**config.mk**
```make
export PLATFORM = sky130hd
export DESIGN_NAME = gcd_controller_flat
export DESIGN_NICKNAME = d
export VERILOG_FILES = /design/src/rtl/gcd_pkg.sv /design/src/rtl/gcd_controller_if.sv /design/src/rtl/gcd_iter_counter.sv /design/src/rtl/gcd_controller.sv /design/src/flat_wrapper.sv
export SDC_FILE = /design/constraint.sdc
export NUM_CORES = 1
export LEC_CHECK = 0
export CELL_PAD_IN_SITES_DETAIL_PLACEMENT = 1
export CELL_PAD_IN_SITES_GLOBAL_PLACEMENT = 2
export CORE_UTILIZATION = 19
export DETAILED_ROUTE_END_ITERATION = 8
export PLACE_DENSITY_LB_ADDON = 0.1
export SETUP_SLACK_MARGIN = 0.15
export SYNTH_ARGS = -nofsm -noshare
export SYNTH_HDL_FRONTEND = slang
export SYNTH_SLANG_ARGS = --single-unit
```
**constraint.sdc**
```tcl
create_clock -name clk -period 2.9 [get_ports clk]
set_input_delay 0.58 -clock clk [delete_from_list [all_inputs] [get_ports clk]]
set_output_delay 0.58 -clock clk [all_outputs]
set_load 0.05 [all_outputs]
```
**src/rtl/gcd_pkg.sv**
```systemverilog
// Shared definitions for the GCD controller: FSM state encoding,
// result-select encodings and the default iteration limit.
package gcd_pkg;

  typedef enum logic [2:0] {
    IDLE    = 3'd0,
    LOAD_A  = 3'd1,
    LOAD_B  = 3'd2,
    COMPARE = 3'd3,
    DONE    = 3'd4
  } gcd_state_e;

  // res_sel values: which datapath register holds the result
  localparam logic RES_A = 1'b0;
  localparam logic RES_B = 1'b1;

  localparam int unsigned ITER_MAX_DEFAULT = 255;
  localparam int unsigned CNT_W            = 8;

endpackage

```
**src/rtl/gcd_controller_if.sv**
```systemverilog
// Handshake and strobe bundle between the GCD controller and its datapath.
// master: datapath/requester side; slave: the controller.
interface gcd_controller_if;

  logic start;
  logic op_valid;
  logic op_ready;
  logic lt;
  logic gt;
  logic eq;
  logic a_zero;
  logic b_zero;
  logic lda;
  logic ldb;
  logic sela;
  logic selb;
  logic sel_in;
  logic busy;
  logic done;
  logic res_sel;
  logic err;

  modport master (
    output start, op_valid, lt, gt, eq, a_zero, b_zero,
    input  op_ready, lda, ldb, sela, selb, sel_in, busy, done, res_sel, err
  );

  modport slave (
    input  start, op_valid, lt, gt, eq, a_zero, b_zero,
    output op_ready, lda, ldb, sela, selb, sel_in, busy, done, res_sel, err
  );

endinterface

```
**src/rtl/gcd_iter_counter.sv**
```systemverilog
// Subtract-step counter for the GCD timeout (used under GCD_ITER_LIMIT_EN).
// Clear has priority over enable; tc_o is high while the count equals ITER_MAX.
module gcd_iter_counter
  import gcd_pkg::*;
#(
  parameter int unsigned ITER_MAX = ITER_MAX_DEFAULT
) (
  input  logic clk,
  input  logic rst,
  input  logic en_i,
  input  logic clr_i,
  output logic tc_o
);

  localparam logic [CNT_W-1:0] TC_VAL = CNT_W'(ITER_MAX);

  logic [CNT_W-1:0] count_q, count_d;

  // next count: clear, else increment on a subtract step
  always_comb begin
    count_d = count_q;
    if (clr_i) begin
      count_d = '0;
    end else if (en_i) begin
      count_d = count_q + 1'b1;
    end
  end

  // count register
  always_ff @(posedge clk) begin
    if (rst) begin
      count_q <= '0;
    end else begin
      count_q <= count_d;
    end
  end

  assign tc_o = (count_q == TC_VAL);

endmodule

```
**src/rtl/gcd_controller.sv**
```systemverilog
// GCD subtract-loop controller. Loads A then B from data_in, then each
// COMPARE cycle either finishes or replaces the larger register by the
// difference. Optional timeout enabled by macro GCD_ITER_LIMIT_EN.
module gcd_controller
  import gcd_pkg::*;
#(
  parameter int unsigned ITER_MAX = ITER_MAX_DEFAULT
) (
  input  logic              clk,
  input  logic              rst,
  gcd_controller_if.slave   bus
);

  gcd_state_e state_q, state_d;
  logic       res_sel_q, res_sel_d;
  logic       err_q, err_d;
  logic       lda_c, ldb_c, sel_in_c;
  logic       step_c;
  logic       timeout_c;

`ifdef GCD_ITER_LIMIT_EN
  gcd_iter_counter #(
    .ITER_MAX (ITER_MAX)
  ) u_iter (
    .clk   (clk),
    .rst   (rst),
    .en_i  (step_c),
    .clr_i (state_q == LOAD_A),
    .tc_o  (timeout_c)
  );
`else
  logic unused_cfg;
  assign unused_cfg = (|ITER_MAX) ^ step_c;
  assign timeout_c  = 1'b0;
`endif

  // next state, load strobes and result flags
  always_comb begin
    state_d   = state_q;
    res_sel_d = res_sel_q;
    err_d     = err_q;
    lda_c     = 1'b0;
    ldb_c     = 1'b0;
    sel_in_c  = 1'b0;
    step_c    = 1'b0;
    case (state_q)
      IDLE: begin
        if (bus.start) begin
          state_d   = LOAD_A;
          res_sel_d = RES_A;
          err_d     = 1'b0;
        end
      end
      LOAD_A: begin
        if (bus.op_valid) begin
          lda_c    = 1'b1;
          sel_in_c = 1'b1;
          state_d  = LOAD_B;
        end
      end
      LOAD_B: begin
        if (bus.op_valid) begin
          ldb_c    = 1'b1;
          sel_in_c = 1'b1;
          state_d  = COMPARE;
        end
      end
      COMPARE: begin
        if (bus.a_zero && bus.b_zero) begin
          state_d   = DONE;
          res_sel_d = RES_A;
        end else if (bus.a_zero) begin
          state_d   = DONE;
          res_sel_d = RES_B;
        end else if (bus.b_zero || bus.eq) begin
          state_d   = DONE;
          res_sel_d = RES_A;
        end else if (timeout_c) begin
          state_d   = DONE;
          res_sel_d = RES_A;
          err_d     = 1'b1;
        end else if (bus.gt) begin
          lda_c  = 1'b1;
          step_c = 1'b1;
        end else if (bus.lt) begin
          ldb_c  = 1'b1;
          step_c = 1'b1;
        end
      end
      DONE: begin
        state_d = IDLE;
      end
      default: begin
        state_d = IDLE;
      end
    endcase
  end

  // FSM state and held result flags
  always_ff @(posedge clk) begin
    if (rst) begin
      state_q   <= IDLE;
      res_sel_q <= RES_A;
      err_q     <= 1'b0;
    end else begin
      state_q   <= state_d;
      res_sel_q <= res_sel_d;
      err_q     <= err_d;
    end
  end

  // Outputs are forced low while rst is high, even before the reset edge
  // has returned the FSM to IDLE.
  assign bus.op_ready = ~rst & ((state_q == LOAD_A) || (state_q == LOAD_B));
  assign bus.lda      = ~rst & lda_c;
  assign bus.ldb      = ~rst & ldb_c;
  assign bus.sela     = ~rst & lda_c;
  assign bus.selb     = ~rst & ldb_c;
  assign bus.sel_in   = ~rst & sel_in_c;
  assign bus.busy     = ~rst & (state_q != IDLE);
  assign bus.done     = ~rst & (state_q == DONE);
  assign bus.res_sel  = ~rst & res_sel_q;
  assign bus.err      = ~rst & err_q;

endmodule
```
**src/flat_wrapper.sv**
```systemverilog
// flat-port wrapper written by rule: the top's interface ports become plain ports
module gcd_controller_flat import gcd_pkg::*;
#(
  parameter int unsigned ITER_MAX = ITER_MAX_DEFAULT
)
  (clk, rst, bus_start, bus_op_valid, bus_lt, bus_gt, bus_eq, bus_a_zero, bus_b_zero, bus_op_ready, bus_lda, bus_ldb, bus_sela, bus_selb, bus_sel_in, bus_busy, bus_done, bus_res_sel, bus_err);
  gcd_controller_if bus_i ();
  input  logic clk;
  input  logic rst;
  input wire logic [$bits(bus_i.start)-1:0] bus_start;
  input wire logic [$bits(bus_i.op_valid)-1:0] bus_op_valid;
  input wire logic [$bits(bus_i.lt)-1:0] bus_lt;
  input wire logic [$bits(bus_i.gt)-1:0] bus_gt;
  input wire logic [$bits(bus_i.eq)-1:0] bus_eq;
  input wire logic [$bits(bus_i.a_zero)-1:0] bus_a_zero;
  input wire logic [$bits(bus_i.b_zero)-1:0] bus_b_zero;
  output wire logic [$bits(bus_i.op_ready)-1:0] bus_op_ready;
  output wire logic [$bits(bus_i.lda)-1:0] bus_lda;
  output wire logic [$bits(bus_i.ldb)-1:0] bus_ldb;
  output wire logic [$bits(bus_i.sela)-1:0] bus_sela;
  output wire logic [$bits(bus_i.selb)-1:0] bus_selb;
  output wire logic [$bits(bus_i.sel_in)-1:0] bus_sel_in;
  output wire logic [$bits(bus_i.busy)-1:0] bus_busy;
  output wire logic [$bits(bus_i.done)-1:0] bus_done;
  output wire logic [$bits(bus_i.res_sel)-1:0] bus_res_sel;
  output wire logic [$bits(bus_i.err)-1:0] bus_err;
  assign bus_i.start = bus_start;
  assign bus_i.op_valid = bus_op_valid;
  assign bus_i.lt = bus_lt;
  assign bus_i.gt = bus_gt;
  assign bus_i.eq = bus_eq;
  assign bus_i.a_zero = bus_a_zero;
  assign bus_i.b_zero = bus_b_zero;
  assign bus_op_ready = bus_i.op_ready;
  assign bus_lda = bus_i.lda;
  assign bus_ldb = bus_i.ldb;
  assign bus_sela = bus_i.sela;
  assign bus_selb = bus_i.selb;
  assign bus_sel_in = bus_i.sel_in;
  assign bus_busy = bus_i.busy;
  assign bus_done = bus_i.done;
  assign bus_res_sel = bus_i.res_sel;
  assign bus_err = bus_i.err;
  gcd_controller #(.ITER_MAX(ITER_MAX)) u_core (.clk(clk), .rst(rst), .bus(bus_i));
endmodule
```
# Word level (Yosys, flattened, before mapping)
# Index checks and enable logic that the tools add are counted.
dict set report totals {
  input_bits 9
  reg_bits 4
}
dict set report classes {
  bitwise 8
  n_reduce_logical 9
  mux 25
  eq_ne 8
}
# op count
set op_table {}
lappend op_table {{2-to-1 mux 3 bit} 6}
lappend op_table {{2-to-1 mux 1 bit} 15}
lappend op_table {{case mux 3 bit (4 select lines)} 1}
lappend op_table {{bitwise AND 1 bit} 7}
lappend op_table {{== test 3 x 2 -> 1 bit (second input constant)} 2}
lappend op_table {{!= test 2 bit (second input constant)} 3}
lappend op_table {{case mux 1 bit (2 select lines)} 3}
lappend op_table {{!= test 4 x 2 -> 1 bit (second input constant)} 1}
lappend op_table {{AND reduction 4 bit} 1}
lappend op_table {{== test 3 x 1 -> 1 bit (second input constant)} 1}
lappend op_table {{== test 3 bit (second input constant)} 1}
lappend op_table {{zero test 3 bit} 1}
lappend op_table {{AND reduction 3 bit} 1}
lappend op_table {{nonzero test 3 bit} 1}
lappend op_table {{logical OR 1 bit} 2}
lappend op_table {{nonzero test 2 bit} 1}
lappend op_table {{OR reduction 2 bit} 1}
lappend op_table {{logical AND 1 bit} 1}
lappend op_table {{inverter 1 bit} 1}

# Longest topological paths before layout
# Gate-level depths: netlist of run 1.
dict set report depth {
  ltp_word 7
  ltp_mapped 5
  depth_no_buf 3
}

# Least setup slack after synthesis of run 1
# No wires, ideal clock.
dict set report synth_timing {
  path_kind {input -> output}
  start {input rst}
  end {output bus_sel_in}
  t_required_ns 2.320
  t_arrival_ns 2.258
  stages 2
  slack_ns 0.062
  cell_sequence {nor3_1 and2_1}
}
dict set report synth_between {
  elab_chain_cells 2
}
# item line
set synth_rtl {}
lappend synth_rtl {{start: declaration} flat_wrapper.sv:9} ;# input logic rst;
lappend synth_rtl {{inverter 1 bit} gcd_controller.sv:119} ;# assign bus.sel_in = ~rst & sel_in_c;
lappend synth_rtl {{bitwise AND 1 bit} gcd_controller.sv:119}
lappend synth_rtl {{end: declaration} flat_wrapper.sv:22} ;# output wire logic [$bits(bus_i.sel_in)-1:0] bus_sel_in;
# Every way passes these cells.

# Final worst setup path of run 1
dict set report layout_timing {
  start {input bus_b_zero}
  end {output bus_ldb}
}
dict set report layout_between {
  elab_chain_cells 6
}
# item line
set layout_rtl {}
lappend layout_rtl {{start: declaration} flat_wrapper.sv:16} ;# input wire logic [$bits(bus_i.b_zero)-1:0] bus_b_zero;
lappend layout_rtl {{logical OR 1 bit} gcd_controller.sv:75} ;# end else if (bus.b_zero || bus.eq) begin
lappend layout_rtl {{2-to-1 mux 1 bit} gcd_controller.sv:75}
lappend layout_rtl {{2-to-1 mux 1 bit} gcd_controller.sv:72} ;# end else if (bus.a_zero) begin
lappend layout_rtl {{2-to-1 mux 1 bit (*)} gcd_controller.sv:69} ;# if (bus.a_zero && bus.b_zero) begin
lappend layout_rtl {{case mux 1 bit (2 select lines) (*)} gcd_controller.sv:46} ;# case (state_q)
lappend layout_rtl {{bitwise AND 1 bit (*)} gcd_controller.sv:116} ;# assign bus.ldb = ~rst & ldb_c;
lappend layout_rtl {{end: declaration} flat_wrapper.sv:19} ;# output wire logic [$bits(bus_i.ldb)-1:0] bus_ldb;
# Every way passes the cells marked *; elsewhere a longest branch is shown, timed or not.

==> flow_summary.ini, run 1 <==
[run_status]
status = complete, no violations

[clock_tree]
htreeDepth = 1
clock_path_buffers = 2
cts_tree = done
cts_root_buffer = clkbuf_4
cts.sinks = 4
ctsResizeCount = 0
cts_hold_buf = 0
cts_setup_buffers = 0
worstSkewPairLatency_ns = 0.24
cts_buffers = 3
clkTransAtPathRegs_ns = 0.04

[floorplan]
core_region_area_sq_um = 1580
ios = 19
die_width_um = 44.0
die_y_um = 44.0
start_util_pct = 21.3
rows = 14
dieArea_sq_um = 1940

[yosys]
ys.flop_type = dfxtp_1
async_flop_share_pct = 0
yosysWarnings = 0
ys_seq_area_share_pct = 23.9
synthesis.area_sq_um = 335
ys_types = 23
avgSynthCellArea_sq_um = 7.29
synth_nets = 55
synth-edff-count = 0
synth-seq-cells = 4
netlist_instances = 46

[detailed_routing]
drt_iter0_drc = 6
num_vias = 386
firstDrtPassIters = 5
antenna_left = 0
vias_per_cell = 4.83
wl_um = 967
drc = 0
wire_per_inst_um = 12.1

[setup_path]
ff2ff_path_depth = 3
rrSetupSlack_ns = 1.59
critical_path.slowest_cell = clkdlybuf4s50_1
cp_data_arrival_time_ns = 2.01
r2r-end = u_core.res_sel_q$_SDFFE_PP0P_
path_cells = clkdlybuf4s50_1 -> nor3_2 -> nand4b_1 -> a21oi_1 -> buf_4 -> buf_12
worstSetupEndpointType = primary output
worst_ep_required_time_ns = 2.32
regToRegStartpoint = u_core.state_q[0]$_SDFFE_PP0P_
max_stage_delay_ns = 0.47
cp-start-kind = primary input
path_class = in2out
cp_max_fo = 5

[hold_path]
min_delay_path_depth = 3
min_from = u_core.res_sel_q$_SDFFE_PP0P_
hold_end = u_core.res_sel_q$_SDFFE_PP0P_
worstHoldPathType = reg2reg

[global_route]
grtUsageTotal_pct = 12.7
grt_start_max_net_pins = 15
grt.overflow.total = 0
antenna_found_initial = 0
grt_pass1_wl_mm = 1.67
grt_pass1_vias = 372

[finish]
drive_above_1_share_pct = 32.8
area_growth_pct = 75.7
final_core_util_pct = 37.4
instances_no_fill = 80
final_area_sq_um = 589
nets = 75
mostFrequentLayoutCells = clkdlybuf4s50_1 (8), buf_4 (7), buf_12 (5)
fill_cells = 189
diodes = 0
mostFrequentLayoutCell = clkdlybuf4s50_1

[sta]
setup_viol = 0
finClkSkew_ns = 0.00186
fin_crit_sh_pct = 89.3
final-hold-violation-count = 0
fin_crit_ns = 2.59
slew_violations = 0
fmax_ghz = 0.386
setup_ws_ns = 0.310
fin_setup_tns_ns = 0
rsz0062_at_grt = no

[power_and_ir_drop]
p_leak_uw = 0.000224
ir_drop_mv = 0.213
power_density_nw_per_um2 = 375

[placed_design]
post-place-cells = 77
dp_hpwl_um = 713
io_buffers = 17
placed_area_sq_um = 567
gp_congestion = 0.727
dp_slack_ns = 0.270

[flow_run]
cap_violations = 0
-- report_power, final --
group / internal (uW) / leakage, uW / switching, uW
clock network: 46.5 / 0.0000138 / 26.1
logic: 36.7 / 0.000178 / 43.0
registers: 58.4 / 0.0000327 / 10.5
total: 142 / 0.000224 / 79.6
-- logic make-up (layout without fill, tap and decap cells) --
family	Yosys count	in the layout	share of synthesized area (%)
and+or+nand+nor	23	23	39.9
other	1	1	1.12
AOI/OAI and AO/OA	10	10	18.3
xor gates and xnor gates	1	1	2.61
DFF	4	4	23.9
muxes	1	1	3.36
buffers and inverters	6	24	10.8
-- routing by layer --
metal	vias to the layer above	track usage (%)	part of all wire, %
met3	5	6.53	7.7
met1	170	16.3	47
met2	16	15.0	41
li1	195	-	-
met5	-	0	0
met4	0	10.9	3.8
-- cell type report --
type / count / area [sq um] / share of cell area (%)
Timing Repair Buffer: 20 / 233 / 39.5
Multi-Input combinational cell: 36 / 230 / 39.1
Sequential cell: 4 / 80.1 / 13.6
Clock buffer: 3 / 22.5 / 3.82
Tap cell: 16 / 20.0 / 3.40
Inverter: 1 / 3.75 / 0.637
-- cell usage after synthesis (2+ instances only) --
library cell / n / area [sq um]
nor2b_1: 3 / 18.8
nand2_1: 4 / 15.0
dfxtp_1: 4 / 80.1
nand4_1: 2 / 12.5
o21ai_0: 4 / 20.0
nor2_1: 4 / 15.0
buf_2: 2 / 10.0
buf_4: 3 / 22.5
a21oi_1: 4 / 20.0
nor3_1: 3 / 15.0
-- worst max path at each step --
stage	startpoint	to	slack [ns]	cells after the start
3_3_place_gp	bus_b_zero	bus_ldb	0.29	6
6_report	bus_b_zero	bus_ldb	0.31	6
2_1_floorplan	bus_eq	bus_selb	0.18	4
3_5_place_dp	bus_b_zero	bus_ldb	0.27	6
4_1_cts	bus_b_zero	bus_ldb	0.26	6
5_1_grt	bus_b_zero	bus_selb	0.23	6
-- state kept, by name, summed over array words and instances (netlist names) --
name / cells
u_core.state_q: 3
u_core.res_sel_q: 1
-- per-stage QoR --
| stage | total power [uW] | hold slack [ns] |
|---|---|---|
| after floorplan | 115 | 0.523 |
| after global placement | 151 | 0.595 |
| final | 221 | 0.591 |
| after CTS | 227 | 0.599 |
| after global routing | 235 | 0.627 |
| after detailed placement | 150 | 0.591 |
-- critical path, delay by kind of cell --
kind | cells | cell delay [ns]
buffers and inverters | 3 | 0.76
AO/OA/AOI/OAI | 1 | 0.17
AND/OR/NAND/NOR | 2 | 0.50
Power figures use the tool's default switching activity.
==> inputs of run 2 (changes only) <==
- CORE_MARGIN: unset -> 1
- CORE_UTILIZATION: 19 -> 23
- SYNTH_HIERARCHICAL: unset -> 1
==> run 2 against run 1 <==
Compared with the run above: fmax shrank 2.6%; worst setup slack lost 0.069 ns; sequential share of layout area shrank 2.4 points; largest cell class unchanged.
==> flow_summary.ini, run 2 <==
[clock_tree]
cts_root_buffer = clkbuf_4
worstSkewPairLatency_ns = 0.24
clock_path_buffers = 2
ctsResizeCount = 0
clkTransAtPathRegs_ns = 0.04
cts_buffers = 3
cts.sinks = 4
cts_tree = done
cts_hold_buf = 0
htreeDepth = 1
cts_setup_buffers = 0

[power_and_ir_drop]
ir_drop_mv = 0.303
p_leak_uw = 0.000276
power_density_nw_per_um2 = 783

[yosys]
synth-adder-area-share_pct = 0
synthSimpleGateAreaFrac_pct = 40.4
ys.flop_type = dfxtp_1
netlist_instances = 48
synth-seq-cells = 4
synth-xor-area-share_pct = 2.11
yosysTopAreaCell = dfxtp_1
yosysWarnings = 6
synth_top_family_by_area = simple AND/OR/NAND/NOR gates
synth-edff-count = 0
synth_common_cells = buf_4 (4), dfxtp_1 (4), nor2_1 (4), nor2b_1 (4), inv_1 (3)
avgSynthCellArea_sq_um = 8.65
synth_nets = 57
ys_seq_area_share_pct = 19.3
synth-compound-area-share_pct = 13.9
synthesis.area_sq_um = 415
synth.top_cell.area_share_pct = 19.3
ys_types = 28
synth_area_leaders = dfxtp_1 (19%), buf_4 (7.2%), nor2b_1 (6.0%)
async_flop_share_pct = 0
synthMuxAreaShare_pct = 4.82

[detailed_routing]
drt_iter0_drc = 19
antenna_left = 0
wire_per_inst_um = 12.8
vias_per_cell = 4.60
drc = 0
wl_mm = 1.15
num_vias = 414
firstDrtPassIters = 2

[global_route]
grt_pass1_wl_mm = 2.01
grt_start_max_net_pins = 13
grt_pass1_vias = 404
grt.overflow.total = 0
grtUsageTotal_pct = 14.6
antenna_found_initial = 0

[sta]
setup_viol = 0
setup_ws_ns = 0.241
fin_setup_tns_ns = 0
fin_crit_sh_pct = 91.7
finClkSkew_ns = 0.00252
fmax_ghz = 0.376
rsz0062_at_grt = no
slew_violations = 0
final-hold-violation-count = 0
fin_crit_ns = 2.66

[floorplan]
rows = 14
ios = 19
die_width_um = 44.5
die_y_um = 44.5
dieArea_sq_um = 1980
start_util_pct = 26.1
core_region_area_sq_um = 1590

[placed_design]
dp_hpwl_um = 877
io_buffers = 17
gp_congestion = 0.683
dp_slack_ns = 0.234

[finish]
regMostFlops = u_core/state_q
area_growth_pct = 72.0
largest_reg_flops = 3
nets = 77
mostFrequentLayoutCells = buf_12 (9), clkdlybuf4s50_1 (8), buf_4 (5)
top_regs = u_core/state_q: 3 flops, u_core/res_sel_q: 1 flops
mostFrequentLayoutCell = buf_12
drive_above_1_share_pct = 34.8
diodes = 0

[run_status]
status = complete, no violations

[setup_path]
worst_ep_required_time_ns = 2.32
worstSetupEndpointType = primary output
cp_data_arrival_time_ns = 2.08
path_class = in2out
cp_max_fo = 2
cp-start-kind = primary input

[hold_path]
worstHoldPathType = reg2reg

[flow_run]
cap_violations = 0
## run 2: cells by family after synthesis
kind of cell	count (synthesis)
XOR/XNOR	1
other	1
AND/OR/NAND/NOR	23
buffers and inverters	10
flip-flops	4
AO/OA/AOI/OAI	7
multiplexers	2
## run 2: per-layer routing
| layer | vias to the layer above | global-route usage, % | wire length, um |
|---|---|---|---|
| met5 | - | 0 | 0 |
| met4 | 0 | 7.27 | 23 |
| met3 | 4 | 6.12 | 60 |
| met2 | 15 | 21.5 | 536 |
| met1 | 190 | 18.2 | 532 |
| li1 | 205 | - | - |
## run 2: metrics by stage
stage	instances	power, uW	instance area (sq um)	util [%]	hold slack, ns
after global placement	86	489	684	42.9	0.676
final	90	560	714	44.8	0.688
after global routing	90	595	714	44.8	0.730
after CTS	89	563	707	44.3	0.696
after detailed placement	86	490	684	42.9	0.686
after floorplan	48	360	430	-	0.608
## run 2: worst paths after layout
kind / from / to / slack (ns) / cells past startpoint
max: bus_b_zero / bus_sela / 0.24 / 6
min: u_core/res_sel_q$_SDFFE_PP0P_ / u_core/res_sel_q$_SDFFE_PP0P_ / 0.69 / 3
max reg2reg: u_core/state_q[0]$_SDFFE_PP0P_ / u_core/state_q[1]$_SDFFE_PP0P_ / 1.42 / 4
min reg2reg: u_core/res_sel_q$_SDFFE_PP0P_ / u_core/res_sel_q$_SDFFE_PP0P_ / 0.69 / 3
## run 2: worst max-delay path, stage by stage
cell	delay (ns)
clkdlybuf4s50_1	0.45
nor4b_4	0.30
a32oi_1	0.17
nor4b_4	0.27
buf_4	0.18
buf_12	0.13
## run 2: where the power goes
part           internal, uW  total (uW)  leakage, uW  switching [uW]
Sequential             70.7         119    0.0000327            48.4
Combinational           182         372     0.000230             190
Clock                  46.2        68.7    0.0000138            22.4
## run 2: final cells by class
type                       instances  area, sq um
multi-input combinational         34          273
inverter                           3         11.3
fill                             180          880
timing repair buffer              22          298
sequential                         4         80.1
clock buffer                       3         22.5
tap                               24         30.0
==> inputs of run 3 (changes only) <==
- CORE_AREA: unset -> 2 2 39 41
- CORE_MARGIN: 1 -> unset
- CORE_UTILIZATION: 23 -> unset
- DIE_AREA: unset -> 0 0 41 43
- DONT_BUFFER_PORTS: unset -> 1
- HOLD_SLACK_MARGIN: unset -> 0.08
- TNS_END_PERCENT: unset -> 30
==> run 3 against run 2 <==
Compared with the run above: global-route usage is 0.30 points higher; largest power group unchanged; utilization is 11 points lower; via count is 13% lower.
==> flow_summary.ini, run 3 (synthesis gave the netlist of run 2 again) <==
[run_status]
status = complete, no violations

[detailed_routing]
firstDrtPassIters = 3
vias_per_cell = 5.31
met2WireLength_um = 513
wire_per_inst_um = 15.0
antenna_left = 0
drc = 0
dr_wl_met3_um = 60
drt_iter0_drc = 3
routed.top_layer = met4
routedLengthMet1_um = 434
num_vias = 361
wl_mm = 1.02

[finish]
area_growth_pct = 14.2
final_core_util_pct = 34.3
largest_reg_flops = 3
final_area_sq_um = 474
diodes = 0
regMostFlops = u_core/state_q
mostFrequentLayoutCell = buf_4
nets = 63
top_regs = u_core/state_q: 3 flops, u_core/res_sel_q: 1 flops
mostFrequentLayoutCells = buf_4 (8), nor2_1 (4), dfxtp_1 (4)
drive_above_1_share_pct = 36.5

[setup_path]
critPathLaunch = u_core/state_q[1]$_SDFFE_PP0P_
path_class = reg2out
worstSetupEndpointType = primary output
rrSetupSlack_ns = 1.57
cp_data_arrival_time_ns = 1.79
cp-start-kind = flop
worst_ep_required_time_ns = 2.32
regToRegStartpoint = u_core/state_q[2]$_SDFFE_PP0P_
cp_max_fo = 9
ff2ff_path_depth = 3
r2r-end = u_core/state_q[0]$_SDFFE_PP0P_
endpoint = bus_lda

[floorplan]
rows = 14
die_width_um = 41
start_util_pct = 30.0
die_y_um = 43
ios = 19
dieArea_sq_um = 1760
core_region_area_sq_um = 1380

[clock_tree]
clkTransAtPathRegs_ns = 0.04
worstSkewPairLatency_ns = 0.23
cts_hold_buf = 0
cts_buffers = 3
ctsResizeCount = 0
clock_path_buffers = 2
cts_root_buffer = clkbuf_4
cts.sinks = 4
cts_setup_buffers = 0
cts_tree = done
htreeDepth = 1

[sta]
setup_viol = 0
fin_crit_sh_pct = 81.8
fmax_ghz = 0.422
fin_crit_ns = 2.37
final-hold-violation-count = 0
slew_violations = 0
rsz0062_at_grt = no
finClkSkew_ns = 0.00283
holdWs_ns = 0.413
fin_setup_tns_ns = 0

[power_and_ir_drop]
power_uw = 468
ir_drop_mv = 0.314
p_leak_uw = 0.000188
power_density_nw_per_um2 = 986

[global_route]
grt_start_max_net_pins = 12
grt_pass1_vias = 382
grt.overflow.total = 0
grt_pass1_wl_mm = 1.73
antenna_found_initial = 0
grtUsageTotal_pct = 14.9

[hold_path]
min_from = rst
worstHoldPathType = in2reg

[placed_design]
gp_congestion = 0.729
io_buffers = 0
dp_hpwl_um = 756
placed_area_sq_um = 452

[flow_run]
cap_violations = 0
## run 3: cell count changes in the layout (fill, tap and decap cells not counted)
| cell | change |
|---|---|
| clkdlybuf4s50_1 | -8 |
| nor3b_1 | -1 |
| nor3b_2 | +1 |
| buf_4 | +3 |
| nor2b_2 | +1 |
| buf_12 | -9 |
| nor2b_1 | -1 |
## run 3: through the flow
stage | cells | worst slack, ns
floorplan | 48 | 0.144
global route | 68 | 0.404
finish | 68 | 0.528
CTS | 68 | 0.515
global placement | 65 | 0.648
detailed placement | 65 | 0.606
## run 3: per-layer routing
layer / GRT usage (%) / vias up
met3: 4.71 / 2
met5: 0 / -
met2: 19.4 / 9
li1: - / 177
met1: 19.2 / 173
met4: 12.0 / 0
## run 3: worst min-delay path by stage
stage / endpoint / cells after the start
final: u_core/state_q[1]$_SDFFE_PP0P_ / 1
after global routing: u_core/state_q[1]$_SDFFE_PP0P_ / 1
after CTS: u_core/state_q[1]$_SDFFE_PP0P_ / 1
after detailed placement: u_core/state_q[1]$_SDFFE_PP0P_ / 1
after global placement: u_core/res_sel_q$_SDFFE_PP0P_ / 3
after floorplan: u_core/res_sel_q$_SDFFE_PP0P_ / 3
## run 3: layout make-up
type	count	area [sq um]
inverters	3	11.3
clock buffers	3	22.5
flip-flops and latches	4	80.1
fillers	173	910
well taps	16	20.0
multi-input cells	34	280
repair buffers	8	60.1
## run 3: power breakdown
group / switching (uW) / internal (uW)
Sequential: 24.3 / 70.7
Combinational: 194 / 110
Clock: 22.4 / 46.3
Total: 241 / 227
## run 3: worst max-delay path, stage by stage (launching register included)
cell and delay, ns:
dfxtp_1 0.51, nor2b_1 0.31, a32oi_1 0.19, nor4b_4 0.22
buf_4 0.32
